[src/rtl/instr_fetch.sv]
// instr_fetch: PC owner, zero-latency ROM fetch into a 2-entry buffer with redirect and fault handling
module instr_fetch #(
    parameter logic [31:0] RESET_PC = 32'h0000_0000,
    parameter int unsigned IM_WORDS = 1024
) (
    input  logic        clk,
    input  logic        rst,
    output logic [31:0] rom_addr,
    input  logic [31:0] instr,
    input  logic        redirect_valid,
    input  logic [31:0] redirect_pc,
    output logic        if_valid,
    output logic [31:0] if_instr,
    output logic [31:0] if_pc,
    input  logic        id_ready,
    output logic        fault,
    output logic [31:0] fault_pc,
    output logic [31:0] fetch_count
);
    typedef enum logic [1:0] {S_BOOT, S_RUN, S_FAULT} state_t;

    state_t      state_q, state_d;
    logic [31:0] pc_q, pc_d;
    logic [1:0]  count_q, count_d;
    logic        head_q, head_d;
    logic        fault_q, fault_d;
    logic [31:0] fault_pc_q, fault_pc_d;
    logic [31:0] fetch_count_q, fetch_count_d;
    logic [31:0] instr_mem_q [2];
    logic [31:0] pc_mem_q [2];
    logic        pop, redir, bad_tgt, oor, fetch_en, push, enter_fault, tail;

    assign rom_addr    = {2'b00, pc_q[31:2]};
    assign if_valid    = count_q != 2'd0;
    assign if_instr    = instr_mem_q[head_q];
    assign if_pc       = pc_mem_q[head_q];
    assign fault       = fault_q;
    assign fault_pc    = fault_pc_q;
    assign fetch_count = fetch_count_q;

    // Fetch control: redirects beat the range check; FAULT ignores redirects and only drains
    always_comb begin
        pop           = if_valid & id_ready;
        redir         = redirect_valid & (state_q != S_FAULT);
        bad_tgt       = redir & (redirect_pc[1:0] != 2'b00);
        oor           = (state_q == S_RUN) & ({2'b00, pc_q[31:2]} >= IM_WORDS);
        fetch_en      = (state_q == S_RUN) & (!count_q[1] | pop);
        push          = fetch_en & !redir & !oor;
        enter_fault   = bad_tgt | (oor & !redir);
        tail          = head_q ^ count_q[0];
        state_d       = enter_fault ? S_FAULT : (redir | state_q == S_BOOT) ? S_RUN : state_q;
        pc_d          = (redir & !bad_tgt) ? redirect_pc : push ? pc_q + 32'd4 : pc_q;
        count_d       = redir ? 2'd0 : count_q + {1'b0, push} - {1'b0, pop};
        head_d        = redir ? 1'b0 : head_q ^ pop;
        fault_d       = fault_q | enter_fault;
        fault_pc_d    = bad_tgt ? redirect_pc : enter_fault ? pc_q : fault_pc_q;
        fetch_count_d = fetch_count_q + {31'd0, push};
    end

    // Control state registers
    always_ff @(posedge clk) begin
        if (rst) begin
            state_q       <= S_BOOT;
            pc_q          <= RESET_PC;
            count_q       <= 2'd0;
            head_q        <= 1'b0;
            fault_q       <= 1'b0;
            fault_pc_q    <= 32'd0;
            fetch_count_q <= 32'd0;
        end else begin
            state_q       <= state_d;
            pc_q          <= pc_d;
            count_q       <= count_d;
            head_q        <= head_d;
            fault_q       <= fault_d;
            fault_pc_q    <= fault_pc_d;
            fetch_count_q <= fetch_count_d;
        end
    end

    // Buffer storage: the tail slot takes {instr, pc} on every push
    always_ff @(posedge clk) begin
        if (rst) begin
            instr_mem_q[0] <= 32'd0;
            instr_mem_q[1] <= 32'd0;
            pc_mem_q[0]    <= 32'd0;
            pc_mem_q[1]    <= 32'd0;
        end else if (push) begin
            instr_mem_q[tail] <= instr;
            pc_mem_q[tail]    <= pc_q;
        end
    end
endmodule

[config.mk]
export PLATFORM = sky130hd
export DESIGN_NAME = instr_fetch
export DESIGN_NICKNAME = d
export VERILOG_FILES = /design/src/rtl/instr_fetch.sv
export SDC_FILE = /design/constraint.sdc
export NUM_CORES = 1
export LEC_CHECK = 0
export BUFFER_PORTS_ARGS = -buffer_cell sky130_fd_sc_hd__buf_2
export CORE_ASPECT_RATIO = 0.8
export CORE_MARGIN = 3
export CORE_UTILIZATION = 49
export CTS_CLUSTER_SIZE = 14
export DETAILED_ROUTE_END_ITERATION = 12
export PLACE_DENSITY = 0.81
export SYNTH_ARGS = -nofsm -noshare
export SYNTH_HDL_FRONTEND = slang
export SYNTH_SLANG_ARGS = --single-unit
[constraint.sdc]
create_clock -name clk -period 3.87 [get_ports clk]
set_input_delay 0.774 -clock clk [delete_from_list [all_inputs] [get_ports clk]]
set_output_delay 0.774 -clock clk [all_outputs]
set_load 0.02 [all_outputs]
Yosys cells after proc, flatten, opt, wreduce, memory -nomap -nowiden:

Memories as Yosys holds them, arrays and structs flattened. A register that Yosys moved wholly into a read port is not among the register bits.
Cells that the tools add are included.

* flip-flop bits (word level): 102
* bits in latches: 0
* memory bits (writable): 128
* bits in read-only memories: 0
* input port bits: 68
* memories kept: 2

* $add $sub $neg: 4
* multipliers: 0
* div/mod/pow operators: 0
* order comparisons: 1
* equality and inequality tests: 2
* shift operators: 0
* multiplexer cells: 19
* bitwise gates (word level): 15
* reduce and logical (&&, ||, !) cells: 14

Memories
* instr_mem_q: depth 2, width 32, read ports 1, clocked after Yosys merged registers in 1, wr ports 2, line 29 `logic [31:0] instr_mem_q [2];`
* pc_mem_q: depth 2, width 32, read ports 1, clocked after Yosys merged registers in 1, wr ports 2, line 30 `logic [31:0] pc_mem_q [2];`

Operators with widths (count)
* $mux 32: 6
* $reduce_or 32->1: 2
* $add 32x1->32: 1
* $add 32x3->32 const B: 1
* $ge 30x11->1 const B: 1
* $mux 1: 11
* $reduce_bool 2->1: 5
* $and 1x1->1: 9
* $logic_not 1->1: 4
* $mux 2: 2
* $or 1x1->1: 4
* $reduce_or 2->1: 2
* $add 2x1->2: 1
* $eq 2x1->1 const B: 1
* $logic_not 2->1: 1
* $ne 2x2->1 const B: 1
* $sub 2x1->2: 1
* $xor 1x1->1: 2

Longest topological paths before layout:

Gate-level depths: netlist of the first run.

* depth in word-level cells: 11
* gate-level depth with buffers: 12
* mapped depth without buffers: 11

Least setup slack after synthesis of the first run:

OpenSTA, ideal clock, no wires.

* path type: input to register
* start: input port redirect_valid
* end: memory instr_mem_q[0][0], enable pin
* library setup time: 432 ps
* arrival: 3284 ps
* path slack: 153 ps
* stages on the path: 6
* path buffers: 0
* cells stage by stage: or3b_4 -> nor2_2 -> nand3_2 -> inv_2 -> nand2_1 -> nand2b_1

RTL lines
* start, declared: line 10 `input logic redirect_valid,`
* end, declared: line 29

Final worst setup path of the first run:

* start: register pc_q[26]
* end: register fetch_count_q[16] (netlist: fetch_count[16])

* cells in the longest elaborated chain, start to end: 5

Ends and longest elaborated chain
* start, declared: line 23 `logic [31:0] pc_q, pc_d;`
* start signal, assigned: line 72 `pc_q <= pc_d;`
* $ge 30x11->1: line 46 `oor = (state_q == S_RUN) & ({2'b00, pc_q[31:2]} >= IM_WORDS);`
* $and 1x1->1: line 46
* $logic_not 1->1: line 48 `push = fetch_en & !redir & !oor;`
* $and 1x1->1: line 48
* $add 32x1->32: line 57 `fetch_count_d = fetch_count_q + {31'd0, push};`
* end signal, assigned: line 77 `fetch_count_q <= fetch_count_d;`
* end, declared: line 28 `logic [31:0] fetch_count_q, fetch_count_d;`

No other way between the ends.
A chain may end at the register's enable or synchronous reset.

==> summary.txt, run 1 <==
Routing
  • 1st-pass router iterations: 5
  • DR WL/cell: 17.4 um
  • Remaining DRCs: 0
  • Routed vias: 7525
  • Drt total wl: 24500 um
  • DR iter-0 viols: 592
  • Vias per inst: 5.34
  • Routed Antenna Nets: 0

Setup path
  • Critical path required time: 4.23 ns
  • Crit-path max FO: 9
  • CP cell instances: nor4_1 > and3_1 > nand3_2 > inv_2 > ha_1 > ha_1 > nand2_1 > nor4_2 > buf_4 > nand4_1 > xor2_1 > nor2_1
  • CP top delay family: simple AND/OR/NAND/NOR gates
  • CP endpoint kind: register
  • Crit path kind: register to register
  • CP most frequent cell: ha_1
  • Worst Path Buf+Inv: 2
  • Register-to-register path setup slack: 0.82 ns
  • Startpoint Class: register
  • Max stage delay on crit path: 0.48 ns
  • WP data arrival: 3.41 ns
  • Slowest cell on crit path: and3_1

Yosys
  • Asr flop ratio synth: 0%
  • Synthesized area per cell: 11.1 sq um
  • Post-Syn Area: 10000 sq um
  • Distinct cell type count after synthesis: 59
  • Ys flop type: edfxtp_1
  • Post-Synthesis Cells: 902
  • Syn. warnings: 0
  • Post-synthesis sequential area ratio: 58.8%
  • EDFF count, synth: 128
  • Register bit total from synthesis: 230

Timing
  • Worst setup slack after layout: 0.819 ns
  • Slew @ Worst Pin: 1.11 ns
  • Clk_skew: 0.0128 ns
  • Endpoints failing setup: 0
  • Max Fclk: 328 MHz
  • Final period util: 78.8%
  • Worst slew margin: 25.6%
  • Fin. max-slew vios: 0
  • RSZ-0062 raised after global routing: false
  • Final Hold Vio Count: 0
  • Setup TNS Final: 0 ns
  • Final min period: 3.05 ns
  • Hold WS: 0.459 ns

Global route
  • Gr ovfl total: 0
  • First-pass GRT wire length: 39300 um
  • Vias in the first global route: 7435
  • Largest net degree at the start of global routing: 78
  • All-Layer GR Usage: 21.5%
  • Initial antenna violation count: 1

Place
  • Port Buffers: 227
  • Post-DP HPWL: 16400 um
  • Pre-CTS setup slack: 0.483 ns
  • RePlAce Congestion: 0.798

Floorplan
  • Num ports: 230
  • Die Y: 134 um
  • Die width: 166 um
  • Initial core utilization: 50.3%
  • # rows: 46
  • Die area: 22200 sq um
  • Area of the core: 19900 sq um

Power
  • Total power: 5.65 mW
  • Power per cell area: 466 nW/um^2
  • Maximum vdd drop: 321 uV
  • Leakage power: 4.92 nW

Layout
  • Fin nets: 1204
  • Commonest cells after routing, fill and taps aside: buf_2, nor2_1, edfxtp_1, dfxtp_1, nand2_1
  • Fin util: 60.9%
  • FILL cells: 1638
  • Layout cells sized above 1: 32.4%
  • Antenna cells: 0
  • Commonest non-fill, non-tap cell in the layout: buf_2
  • Area delta synth->final: 21.1%

CTS
  • Setup repair bufs after CTS: 0
  • CTS tree: yes
  • CTS max path bufs: 3
  • H-tree levels: 1
  • # resized after CTS: 0
  • CTS sink cnt: 230
  • Clk_lat worst skew: 0.50 ns
  • Worst-path clk slew: 0.06 ns
  • Cts bufs inserted: 24
  • Root Driver: clkbuf_16
  • Post-CTS Hold Buffers: 0

Run
  • Max Cap Viol: 0

Hold path
  • Worst Hold Class: register to register

Outcome
  • Status: finished clean
==> per-stage QoR <==
step / cell area (sq um) / instances
final: 12100 / 1409
after global routing: 12100 / 1409
after CTS: 12100 / 1409
after detailed placement: 11400 / 1368
after global placement: 11400 / 1368
after floorplan: 10200 / 943
==> cell type report <==
| class | instances | area [sq um] | share of cell area [%] |
|---|---|---|---|
| multi-input combinational | 622 | 3820 | 31.5 |
| tap | 264 | 330 | 2.72 |
| sequential | 230 | 5890 | 48.5 |
| clock buffer | 32 | 724 | 5.97 |
| timing repair buffer | 244 | 1290 | 10.6 |
| inverter | 8 | 30.0 | 0.248 |
| clock inverter | 9 | 45.0 | 0.371 |
==> final timing paths <==
check	startpoint	endpoint	cells past startpoint
setup / recovery	pc_q[26]	fetch_count[16]	12
hold / removal	fault_pc[6]	fault_pc[6]	2
hold reg to reg	fault_pc[6]	fault_pc[6]	2
setup reg to reg	pc_q[26]	fetch_count[16]	12
==> cells in the mapped netlist (all sizes together) (13+ instances only) <==
| library cell | instances | share of area [%] |
|---|---|---|
| a21oi | 37 | 1.8 |
| dfxtp | 102 | 20 |
| a211oi | 17 | 1.3 |
| nand2b | 37 | 2.3 |
| mux2 | 64 | 7.2 |
| nand2 | 75 | 2.8 |
| clkbuf | 40 | 1.5 |
| xor2 | 19 | 1.7 |
| nor4 | 18 | 1.5 |
| edfxtp | 128 | 38 |
| and2 | 14 | 0.87 |
| a221oi | 14 | 1.2 |
| nand4 | 15 | 1.1 |
| nand3 | 17 | 0.90 |
| nor2 | 143 | 5.5 |
| xnor2 | 13 | 1.1 |
| buf | 43 | 3.0 |
| nor3 | 28 | 1.5 |
==> where the power goes <==
group | internal (mW) | total, mW | leakage (nW) | switching, mW
registers | 2.71 | 2.77 | 2.14 | 0.0631
logic | 0.231 | 0.670 | 2.41 | 0.439
clock network | 1.31 | 2.21 | 0.375 | 0.904
total | 4.25 | 5.65 | 4.92 | 1.41
==> registers in the layout, summed over array words and instances (netlist names) <==
name         count
fetch_count     32
state_q          2
head_q           1
fault_pc        32
pc_mem_q        64
instr_mem_q     64
count_q          2
fault            1
pc_q            32
==> routing by layer <==
metal / vias to the layer above / global-route usage, % / wire length [um]
met5: - / 0 / 7
met4: 2 / 4.85 / 452
met3: 42 / 6.04 / 2110
met2: 315 / 35.3 / 11400
met1: 3576 / 28.8 / 10500
li1: 3590 / - / -
==> logic make-up after synthesis <==
kind of cell / synth area share, %
flip-flops: 58.8
AO/OA/AOI/OAI: 6.07
multiplexers: 7.30
other: 0.0374
buffers and inverters: 4.80
adder cells (fa/ha/maj): 0.750
XOR/XNOR: 2.80
AND/OR/NAND/NOR: 19.5
==> tightest hold or removal path, cell delays in order (launching register included) <==
cell and delay, ns:
dfxtp_1 0.31, nand2_1 0.05, a211oi_1 0.05
No activity file was read; power rests on OpenSTA's default activity.
==> run 2: changes to the inputs <==
Clock period 3.87 ns to 2.6 ns, I/O delays scaled along.
==> run 2 against run 1 <==
Compared with the run above:
- clock power is 44% higher
- critical endpoint is now fetch_count[31]
- sequential cell count is the same
- wire length up 0.52%
- largest cell class unchanged
- sequential share of layout area is 1.3 points lower
- sequential power up 49%
- maximum frequency up 21%
- setup slack got worse by 0.74 ns
- worst hold slack lost 0.19 ns
- non-clock buffer count increased by 31
- clock skew decreased by 0.0030 ns
- via count rose by 2.6%
- combinational power is 58% higher
==> summary.txt, run 2 (synthesized netlist as in run 1, its figures left out) <==
Setup path
  • CP most frequent cell: or4_4
  • Crit path kind: register to register
  • Setup crit end: fetch_count[31]
  • Critical path required time: 2.98 ns (-1.25 ns)
  • WP data arrival: 2.90 ns (-0.51 ns)
  • CP cell instances: or4_4 > nor2_8 > nand3_4 > inv_4 > ha_4 > nand3_2 > or4_4 > nor4_4 > xnor2_1 > nor2_1
  • Register-to-register path setup slack: 0.08 ns (-0.74 ns)
  • Slowest cell on crit path: or4_4
  • Worst R2R Path Depth: 10 (-2)
  • Worst Setup SP: pc_q[20]
  • CP endpoint kind: register
  • Reg-to-Reg End: fetch_count[31]
  • Crit-path max FO: 6 (-3)
  • Critical R2R Launch: pc_q[20]
  • Startpoint Class: register
  • Max stage delay on crit path: 0.57 ns (+0.09 ns)

Timing
  • Clk_skew: 0.00980 ns (-0.00297 ns)
  • Worst slew margin: 62.4% (+37 points)
  • Final min period: 2.52 ns (-0.533 ns)
  • Fin. max-slew vios: 0 (unchanged)
  • Final Hold Vio Count: 0 (unchanged)
  • Max Fclk: 397 MHz (+21%)
  • Endpoints failing setup: 0 (unchanged)
  • Slew @ Worst Pin: 0.560 ns (-0.550 ns)
  • Hold WS: 0.264 ns (-0.195 ns)
  • RSZ-0062 raised after global routing: true
  • Final period util: 96.9% (+18 points)

Layout
  • Commonest non-fill, non-tap cell in the layout: buf_2
  • Antenna cells: 0 (unchanged)
  • Finished Layout Cells: 1444 (+2.5%)
  • Largest regs: instr_mem_q (64), pc_mem_q (64)
  • Area delta synth->final: 24.5%
  • Post-route cell area: 12500 sq um (+2.7%)
  • Layout cells sized above 1: 34.5% (+2.1 points)
  • Commonest cells after routing, fill and taps aside: buf_2, nor2_1, edfxtp_1, dfxtp_1, nand2_1
  • Fin nets: 1236 (+2.7%)
  • FILL cells: 1590 (-2.9%)

Global route
  • Initial antenna violation count: 3 (+2)
  • All-Layer GR Usage: 21.3% (-0.18 points)
  • Vias in the first global route: 7600 (+2.2%)
  • Largest net degree at the start of global routing: 65 (-17%)
  • First-pass GRT wire length: 39000 um (-0.73%)
  • Gr ovfl total: 0 (unchanged)

Routing
  • Drt total wl: 24600 um (+0.52%)
  • Vias per inst: 5.35 (+0.12%)
  • 1st-pass router iterations: 5 (unchanged)
  • Routed Antenna Nets: 0 (unchanged)
  • DR WL/cell: 17.0 um (-1.9%)
  • DR iter-0 viols: 602 (+1.7%)
  • Routed vias: 7721 (+2.6%)
  • Remaining DRCs: 0 (unchanged)

Power
  • Maximum vdd drop: 500 uV (+56%)
  • Switching part of the total: 25.2% (+0.31 points)
  • Leakage power: 5.11 nW (+3.9%)
  • Seq pwr share: 49.3% (+0.2 points)
  • Sw Pwr: 2.11 mW (+50%)
  • Combinational share of power: 12.6% (+0.8 points)
  • Total power: 8.37 mW (+48%)
  • Internal: 6.26 mW (+47%)
  • Power per cell area: 671 nW/um^2 (+44%)
  • Clock power share: 38.1% (-1.0 points)

Place
  • Placed insts: 1398 (+2.2%)
  • RePlAce Congestion: 0.826 (+3.5%)
  • Post-DP HPWL: 16500 um (+0.87%)
  • Placed instance area: 11700 sq um (+2.8%)
  • Port Buffers: 227 (unchanged)

Hold path
  • Worst Hold Class: input pin to register

CTS
  • CTS sink cnt: 230 (unchanged)
  • Clk_lat worst skew: 0.51 ns (about the same)
  • H-tree levels: 1 (unchanged)
  • Root Driver: clkbuf_16
  • Cts bufs inserted: 24 (unchanged)
  • CTS max path bufs: 3 (unchanged)
  • Setup repair bufs after CTS: 0 (unchanged)
  • Worst-path clk slew: 0.06 ns (about the same)
  • CTS tree: yes

Floorplan
  • Die Y: 134 um (unchanged)
  • Die width: 166 um (unchanged)
  • Num ports: 230 (unchanged)
  • Die area: 22200 sq um (unchanged)
  • Area of the core: 19900 sq um (unchanged)
  • # rows: 46 (unchanged)
  • Initial core utilization: 50.3% (unchanged)

Run
  • Max Cap Viol: 0 (unchanged)

Outcome
  • Status: finished clean
run 2: worst min-delay path by stage:
stage	from	end	slack [ns]	depth (start not counted)
floorplan	pc_q[19]	pc_q[19]	0.46	2
global placement	fault_pc[4]	fault_pc[4]	0.45	2
CTS	redirect_pc[31]	pc_q[31]	0.24	3
finish	redirect_pc[17]	pc_q[17]	0.26	3
global route	redirect_pc[31]	pc_q[31]	0.25	3
detailed placement	fault_pc[4]	fault_pc[4]	0.45	2
run 2: metal layers:
metal  wire, um  vias up  track usage [%]
li1           -     3662                -
met4        483        6             5.08
met2      11500      345             35.1
met3       2140       42             5.45
met1      10500     3666             28.8
met5         35        -                0
run 2: area by class of cell:
| type | count | area [sq um] | area share [%] |
|---|---|---|---|
| Inverter | 8 | 32.5 | 0.261 |
| Timing Repair Buffer | 275 | 1580 | 12.6 |
| Clock inverter | 10 | 82.6 | 0.663 |
| Tap cell | 264 | 330 | 2.65 |
| Sequential cell | 230 | 5890 | 47.2 |
| Clock buffer | 34 | 648 | 5.20 |
| Multi-Input combinational cell | 623 | 3910 | 31.3 |
run 2: critical path, delay by kind of cell, from the launching register on:
kind	cells	cell delay [ns]
AND/OR/NAND/NOR	7	1.69
flip-flops	1	0.33
XOR/XNOR	1	0.15
adder cells (fa/ha/maj)	1	0.13
buffers and inverters	1	0.08
run 2: power by group through the flow:
| stage | combinational [mW] | clock (mW) | sequential, mW |
|---|---|---|---|
| after floorplan | 0.613 | 0 | 4.25 |
| after global placement | 1.04 | 0 | 4.19 |
| after detailed placement | 1.06 | 0 | 4.20 |
| after CTS | 1.06 | 3.27 | 4.12 |
| after global routing | 1.15 | 3.40 | 4.14 |
| final | 1.06 | 3.19 | 4.12 |
run 2: through the flow:
| step | util [%] | TNS, ns | worst slack, ns |
|---|---|---|---|
| after floorplan | - | -0.0287 | -0.0287 |
| after global placement | 58.7 | -0.0280 | -0.0280 |
| after detailed placement | 58.7 | -0.266 | -0.0751 |
| after CTS | 62.3 | 0 | 0.0340 |
| after global routing | 62.6 | -0.0922 | -0.0348 |
| final | 62.6 | 0 | 0.0816 |
run 2: what timing repair did:
action,CTS,global route
resized for setup,0,9
hold buffers,0,0
setup endpoints to repair,0,17
